==> src/rtl/nibble_add_seq.sv <==
// -----------------------------------------------------------------------------
// nibble_add_seq
//
// Multi-nibble add/subtract sequencer wrapped around one external 4-bit
// ripple-carry adder stage. A wide request (op_a, op_b, op_cin, op_sub) is
// accepted over a valid/ready handshake and latched. One nibble per clock is
// then presented to the adder, LSB nibble first. The adder's sum is written
// into the wide result, and its carry is chained through a register into the
// next nibble. When the MSB nibble completes, the result is presented to the
// consumer over a second valid/ready handshake.
//
// Subtraction is A + ~B + 1. B is inverted when it is latched, and the carry
// register is seeded with 1, so the adder always performs a plain add.
//
// Ports:
//   clk, rst_n           rising-edge clock, asynchronous active-low reset
//   in_valid / in_ready  request handshake (accepted only in IDLE)
//   op_a, op_b           W-bit operands, sampled on the accepting edge
//   op_cin               carry-in for add (ignored when op_sub=1)
//   op_sub               1 = compute op_a - op_b
//   out_valid/out_ready  result handshake
//   result               W-bit sum/difference, held until overwritten
//   result_cout          carry out of MSB nibble (subtract: 1 = no borrow)
//   result_ovf           signed overflow
//   add_a, add_b, add_cin   drive the external 4-bit adder (zero outside RUN)
//   add_sum, add_cout       from the external adder (used only in RUN)
// -----------------------------------------------------------------------------
module nibble_add_seq #(
  parameter  int NIBBLES = 4,
  localparam int W       = 4 * NIBBLES
) (
  input  logic         clk,
  input  logic         rst_n,
  input  logic         in_valid,
  output logic         in_ready,
  input  logic [W-1:0] op_a,
  input  logic [W-1:0] op_b,
  input  logic         op_cin,
  input  logic         op_sub,
  output logic         out_valid,
  input  logic         out_ready,
  output logic [W-1:0] result,
  output logic         result_cout,
  output logic         result_ovf,
  output logic [3:0]   add_a,
  output logic [3:0]   add_b,
  output logic         add_cin,
  input  logic [3:0]   add_sum,
  input  logic         add_cout
);

  localparam int CW = $clog2(NIBBLES);

  typedef enum logic [1:0] {
    S_IDLE = 2'd0,
    S_RUN  = 2'd1,
    S_DONE = 2'd2
  } state_t;

  state_t          state;
  logic [W-1:0]    a_q;      // latched operand A
  logic [W-1:0]    b_q;      // latched operand B, pre-inverted for subtract
  logic            carry_q;  // carry into the nibble currently presented
  logic [CW-1:0]   cnt_q;    // index of the nibble currently presented
  logic [CW+1:0]   nib_idx;  // bit offset of that nibble (4*cnt_q)
  logic            last_nib;

  assign nib_idx  = {cnt_q, 2'b00};
  assign last_nib = (cnt_q == CW'(NIBBLES - 1));

  // NOTE: every signal assigned in this block gets a default before the
  // case logic, so no path leaves it unassigned and no latch is inferred.
  always_comb begin
    add_a   = 4'h0;
    add_b   = 4'h0;
    add_cin = 1'b0;
    if (state == S_RUN) begin
      add_a   = a_q[nib_idx +: 4];
      add_b   = b_q[nib_idx +: 4];
      add_cin = carry_q;
    end
  end

  // NOTE: sequential state uses non-blocking assignments only, so every
  // register sees pre-edge values of the others regardless of statement order.
  always_ff @(posedge clk or negedge rst_n) begin
    if (!rst_n) begin
      state       <= S_IDLE;
      in_ready    <= 1'b1;
      out_valid   <= 1'b0;
      result      <= '0;
      result_cout <= 1'b0;
      result_ovf  <= 1'b0;
      a_q         <= '0;
      b_q         <= '0;
      carry_q     <= 1'b0;
      cnt_q       <= '0;
    end else begin
      case (state)
        S_IDLE: begin
          if (in_valid) begin
            a_q      <= op_a;
            b_q      <= op_b ^ {W{op_sub}};
            // Subtract seeds the +1 of the two's complement here.
            carry_q  <= op_sub | op_cin;
            cnt_q    <= '0;
            in_ready <= 1'b0;
            state    <= S_RUN;
          end
        end

        S_RUN: begin
          // The adder is combinational, so its sum for this nibble is
          // already settled and is captured on this edge.
          result[nib_idx +: 4] <= add_sum;
          carry_q              <= add_cout;
          if (last_nib) begin
            result_cout <= add_cout;
            // Overflow: operands share a sign that the result does not.
            result_ovf  <= (a_q[W-1] == b_q[W-1]) && (add_sum[3] != a_q[W-1]);
            out_valid   <= 1'b1;
            state       <= S_DONE;
          end else begin
            cnt_q <= cnt_q + CW'(1);
          end
        end

        S_DONE: begin
          if (out_ready) begin
            out_valid <= 1'b0;
            in_ready  <= 1'b1;
            state     <= S_IDLE;
          end
        end

        default: begin
          state     <= S_IDLE;
          in_ready  <= 1'b1;
          out_valid <= 1'b0;
        end
      endcase
    end
  end

endmodule

==> config.mk <==
export PLATFORM = sky130hd
export DESIGN_NAME = nibble_add_seq
export DESIGN_NICKNAME = d
export VERILOG_FILES = /design/src/rtl/nibble_add_seq.sv
export SDC_FILE = /design/constraint.sdc
export NUM_CORES = 1
export LEC_CHECK = 0
export CORE_MARGIN = 4
export CORE_UTILIZATION = 50
export CTS_BUF_LIST = sky130_fd_sc_hd__clkbuf_4
export DETAILED_ROUTE_END_ITERATION = 16
export HOLD_SLACK_MARGIN = 0.1
export PLACE_DENSITY_LB_ADDON = 0.05
export SETUP_SLACK_MARGIN = 0.02
export SLEW_MARGIN = 15
export SYNTH_ARGS = -nofsm -noshare
export SYNTH_HDL_FRONTEND = slang
export SYNTH_SLANG_ARGS = --single-unit
==> constraint.sdc <==
create_clock -name clk -period 4.9 [get_ports clk]
set_input_delay 0.98 -clock clk [delete_from_list [all_inputs] [get_ports clk]]
set_output_delay 0.98 -clock clk [all_outputs]
set_load 0.01 [all_outputs]
; Word level (Yosys, flattened, before mapping)
; Cells that the tools add are included.
[word_totals]
inputBits = 43
mem_count = 0
out_inout_bits = 29
regBits = 57
ram_bits = 0
latch_bits = 0
elab_cells = 58
romBits = 0
[classes]
bitwise = 4
muxes = 19
shift = 4
div_mod_pow = 0
eq_ne = 9
add_sub_neg = 2
n_reduce_logical = 10
n_mul = 0
n_lt_le_gt_ge = 0
[op_table]
columns = op, count
row1 = 16-bit by 5-bit indexed part select with 4-bit output, 2
row2 = 16-bit bitwise mux, 1
row3 = "4-bit by 6-bit variable shift with 16-bit output, first input constant", 1
row4 = 4-bit by 6-bit indexed part select with 16-bit output, 1
row5 = 16-bit bitwise XOR, 1
row6 = 3-bit AND reduction, 4
row7 = 2-bit two-way mux, 5
row8 = 4-bit two-way mux, 2
row9 = "2-bit inequality test, second input constant", 4
row10 = 1-bit two-way mux, 6
row11 = 4-bit negation with 6-bit output, 1
row12 = 1-bit case mux with 3 select lines, 2
row13 = 2-bit case mux with 3 select lines, 1
row14 = 2-bit AND reduction, 3
row15 = "2-bit equality test, second input constant", 2
row16 = 2-bit case mux with 2 select lines, 1
row17 = "2-bit by 1-bit adder with 2-bit output, second input constant", 1
row18 = "2-bit by 1-bit equality test with 1-bit output, second input constant", 1
row19 = 2-bit zero test, 1
row20 = 1-bit inverter, 2
row21 = 1-bit case mux with 2 select lines, 1
row22 = 2-bit nonzero test, 1
row23 = 1-bit equality test, 1
row24 = 1-bit logical AND, 1
row25 = 2 further kinds, 2

; Depth between registers and ports, before layout
[logic_depth]
depth_word = 3
ltp_mapped = 7

; Worst setup path after synthesis
; Ideal clock, no wire load.
[synth_timing]
kind = reg2out
start = reg cnt_q[0]
end = out add_a[0]
setup_slack_ps = 2566
path_stages_with_launch = 5
path_buffers = 2
arrival_time_ps = 1354
cell_sequence = dfrtp_1 buf_6 buf_12 mux4_1 and2_1
[synth_between]
elab_chain_len = 2
[synth_rtl]
columns = item, line_no
row1 = start: declaration, 64  ; logic [CW-1:0] cnt_q;
row2 = start signal: assignment, 124  ; cnt_q <= cnt_q + CW'(1);
row3 = 16-bit by 5-bit indexed part select with 4-bit output, 78  ; add_a = a_q[nib_idx +: 4];
row4 = 4-bit two-way mux, 77  ; if (state == S_RUN) begin
row5 = end: declaration, 45  ; output logic [3:0] add_a,
; Every way passes these cells.

; Final worst setup path
[layout_timing]
start = reg cnt_q[0]
end = out add_b[1]
[layout_between]
elab_chain_len = 2
[layout_rtl]
columns = item, line_no
row1 = 16-bit by 5-bit indexed part select with 4-bit output, 79  ; add_b = b_q[nib_idx +: 4];
row2 = 4-bit two-way mux, 77
row3 = end: declaration, 46  ; output logic [3:0] add_b,
; Every way passes these cells.

==> metrics.txt <==
total grt overflow=0; CP Buf/Inv Count=1; WL final=5510 um; number of DRC markers in iteration 0=56; DIE AREA=6850 um2; Detail Route Antenna Nets=0; layout cells sized above 1=between 10 and 15%; Post-CTS Setup Bufs=0; final setup fails=0; post-synthesis register bit count=57; Min-Delay Path Class=reg2reg; Power per Cell Area=595 nW/um2; Die W=82.8 um; Ys Warns=0; Post-Syn Nets=278; TritonCTS Buffers=9; post-synthesis instance total=between 200 and 250; hpwl dp=3990 um; Mapped Area=about 2800 um2; CTS tree=built; Fin. Hold Viols=0; outcome=complete, no violations; design area=3660 um2; sequential element share of the synthesized area=between 50% and 60%; Post-CTS Resized=0; global-route wire length before repair=slightly below 9000 um; Crit Path Max Fanout=17; max_cap viols=0; P&R area growth vs syn=31.0%; DP Area=3520 um2; Worst VDD drop=roughly 0.32 mV; ant diodes=0; period utilization=72.0%; worst stage delay on the critical path=0.83 ns; H-tree depth=3; total number of vias=1961; GRT Util Overall=17.9%; total negative slack=0 ns; worst r2r src=cnt_q[0]$_DFFE_PN0P_; Row Count=26; die height=approximately 83 um; crit path launch type=flip-flop; root buffer cell=clkbuf_4; Layout Cells excl Fill=376; Netlist cell types=33; CORE AREA=5270 um2; syn avg cell area=12.2 um2; mean routed wirelength per cell=~15 um; Final nets=350; clk_skew=around 0.011 ns; relative slew slack=40.9%; CTS Sinks=57; worst hold slack=0.484 ns; number of global-route vias before repair=1933; largest delay contributor family on the critical path=flip-flops; Setup CP Type=reg2out; Port Buf Inserts=71; worst hold start=result[4]$_DFFE_PN0P_; clock latency at the later pin of the worst-skew pair=about 0.40 ns; # DRC=0; Critical Path Slowest Stage Cell=dfrtp_1; dpl cells=359; WP data required=3.92 ns; pin count of the biggest net entering global routing=58; Worst-Margin Slew=0.884 ns; RSZ-0062 raised after global routing=no; Setup crit start=cnt_q[0]$_DFFE_PN0P_; critical path arrival=approximately 2.6 ns; Pleak=about 1.5 nW; worst-path cell chain=mux4_1 -> and2_1 -> clkdlybuf4s50_1; Max Slew Vio Count=0; initial antenna violation count=0; GP Congestion=0.699; Ports=72; # hold bufs at CTS=0; drt pass-1 iters=4; Final min period=3.53 ns; CTS Buffer Depth=2; Starting Density=between 50% and 60%; DR vias/cell=5.22; Setup crit end kind=primary output; max frequency=284 MHz; Worst-path clk slew=around 0.09 ns
-- state kept, by name, summed over array words and instances (netlist names) --
signal,flops
result_ovf,1
carry_q,1
in_ready,1
result_cout,1
result,16
a_q,16
b_q,16
out_valid,1
cnt_q,2
state,2
-- where the power goes --
group	internal, mW	leakage, nW	total [mW]	switching (mW)
logic	0.602	0.734	1.01	0.406
registers	0.681	0.692	0.848	0.167
clock network	0.161	0.0734	0.322	0.161
total	1.44	1.50	2.18	0.734
-- area by class of cell --
| type | instances | area (um2) |
|---|---|---|
| Fill cell | 437 | 1610 |
| Tap cell | 70 | 87.6 |
| Sequential cell | 57 | 1430 |
| Multi-Input combinational cell | 155 | 1270 |
| Inverter | 4 | 15.0 |
| Clock buffer | 11 | 82.6 |
| Clock inverter | 5 | 46.3 |
| Timing Repair Buffer | 74 | 736 |
-- tightest hold or removal path, delay by kind of cell, from the launching register on --
| kind | cells | cell delay [ns] |
|---|---|---|
| flip-flops | 1 | 0.35 |
| AND/OR/NAND/NOR | 1 | 0.04 |
| AO/OA/AOI/OAI | 1 | 0.06 |
-- cell families after synthesis --
family / count (synthesis) / synth area share, %
AOI/OAI and AO/OA: 41 / 8.78
xor gates and xnor gates: 16 / 5.02
adders and majority gates: 6 / 2.69
buffers and inverters: 17 / 3.81
DFF: 57 / 51.1
muxes: 28 / 15.4
and+or+nand+nor: 64 / 13.2
-- metrics by stage --
step / worst slack, ns / util, % / power, mW
6_report: 1.37 / 69.5 / 2.18
5_1_grt: 1.25 / 69.5 / 2.34
4_1_cts: 1.31 / 69.2 / 2.21
3_5_place_dp: 1.73 / 66.7 / 1.88
3_3_place_gp: 1.77 / 66.7 / 1.86
2_1_floorplan: 2.57 / - / 1.48
-- final timing paths --
path	end	slack, ns	depth (start not counted)
max in group asynchronous	result_cout$_DFFE_PN0P_	3.74	2
setup reg to reg	result[1]$_DFFE_PN0P_	2.64	4
hold reg to reg	result[4]$_DFFE_PN0P_	0.48	2
setup / recovery	add_b[1]	1.37	3
min in group asynchronous	result[4]$_DFFE_PN0P_	0.70	2
hold / removal	result[4]$_DFFE_PN0P_	0.48	2
-- per-layer routing --
| layer | track usage, % | vias to the layer above | share of wire, % |
|---|---|---|---|
| li1 | - | 952 | - |
| met1 | 20.8 | 959 | 42 |
| met2 | 29.6 | 46 | 51 |
| met3 | 7.27 | 4 | 6.4 |
| met4 | 6.70 | 0 | 0.93 |
| met5 | 0 | - | 0 |
-- placed cells by master, fill, tap and decap left out, types with 2 or more instances in the layout --
cell type and n:
nand2b_1 2, clkbuf_4 11, ha_1 6, inv_1 4, nand2_1 20, dfrtp_1 56
nor4b_4 2, mux2_2 19, mux4_1 7, xnor2_1 16, a22o_1 8, nor2_1 22
and2_1 9, clkinv_1 3, a21oi_1 19, o21ai_0 10, clkdlybuf4s50_1 70, nand3b_1 3
buf_4 2
-- cells in the mapped netlist --
library cell  number  area, um2
a211oi_1           1       7.51
inv_1              4       15.0
nor4b_2            1       15.0
buf_12             1       20.0
clkbuf_1           2       7.51
o31ai_1            1       7.51
nor2_1            22       82.6
and2b_1            1       7.51
xnor2_1           16        140
mux4_2             1       22.5
buf_6              1       11.3
a21oi_1           19       95.1
a22o_1             8       70.1
nor4b_4            2       47.6
nor3b_2            1       12.5
nand3b_4           1       20.0
nand2_1           20       75.1
mux4_1             7        184
mux2i_1            1       10.0
and2_1             9       56.3
and4bb_2           1       12.5
nor3_1             1       5.00
mux2_2            19        214
buf_4              3       22.5
dfrtp_1           56       1400
ha_1               6       75.1
o22a_1             1       8.76
nand3b_1           3       22.5
dfstp_2            1       26.3
buf_2              6       30.0
o22ai_1            1       6.26
o21ai_0           10       50.1
nand2b_1           2       12.5
No activity file was read; power rests on OpenSTA's default activity.
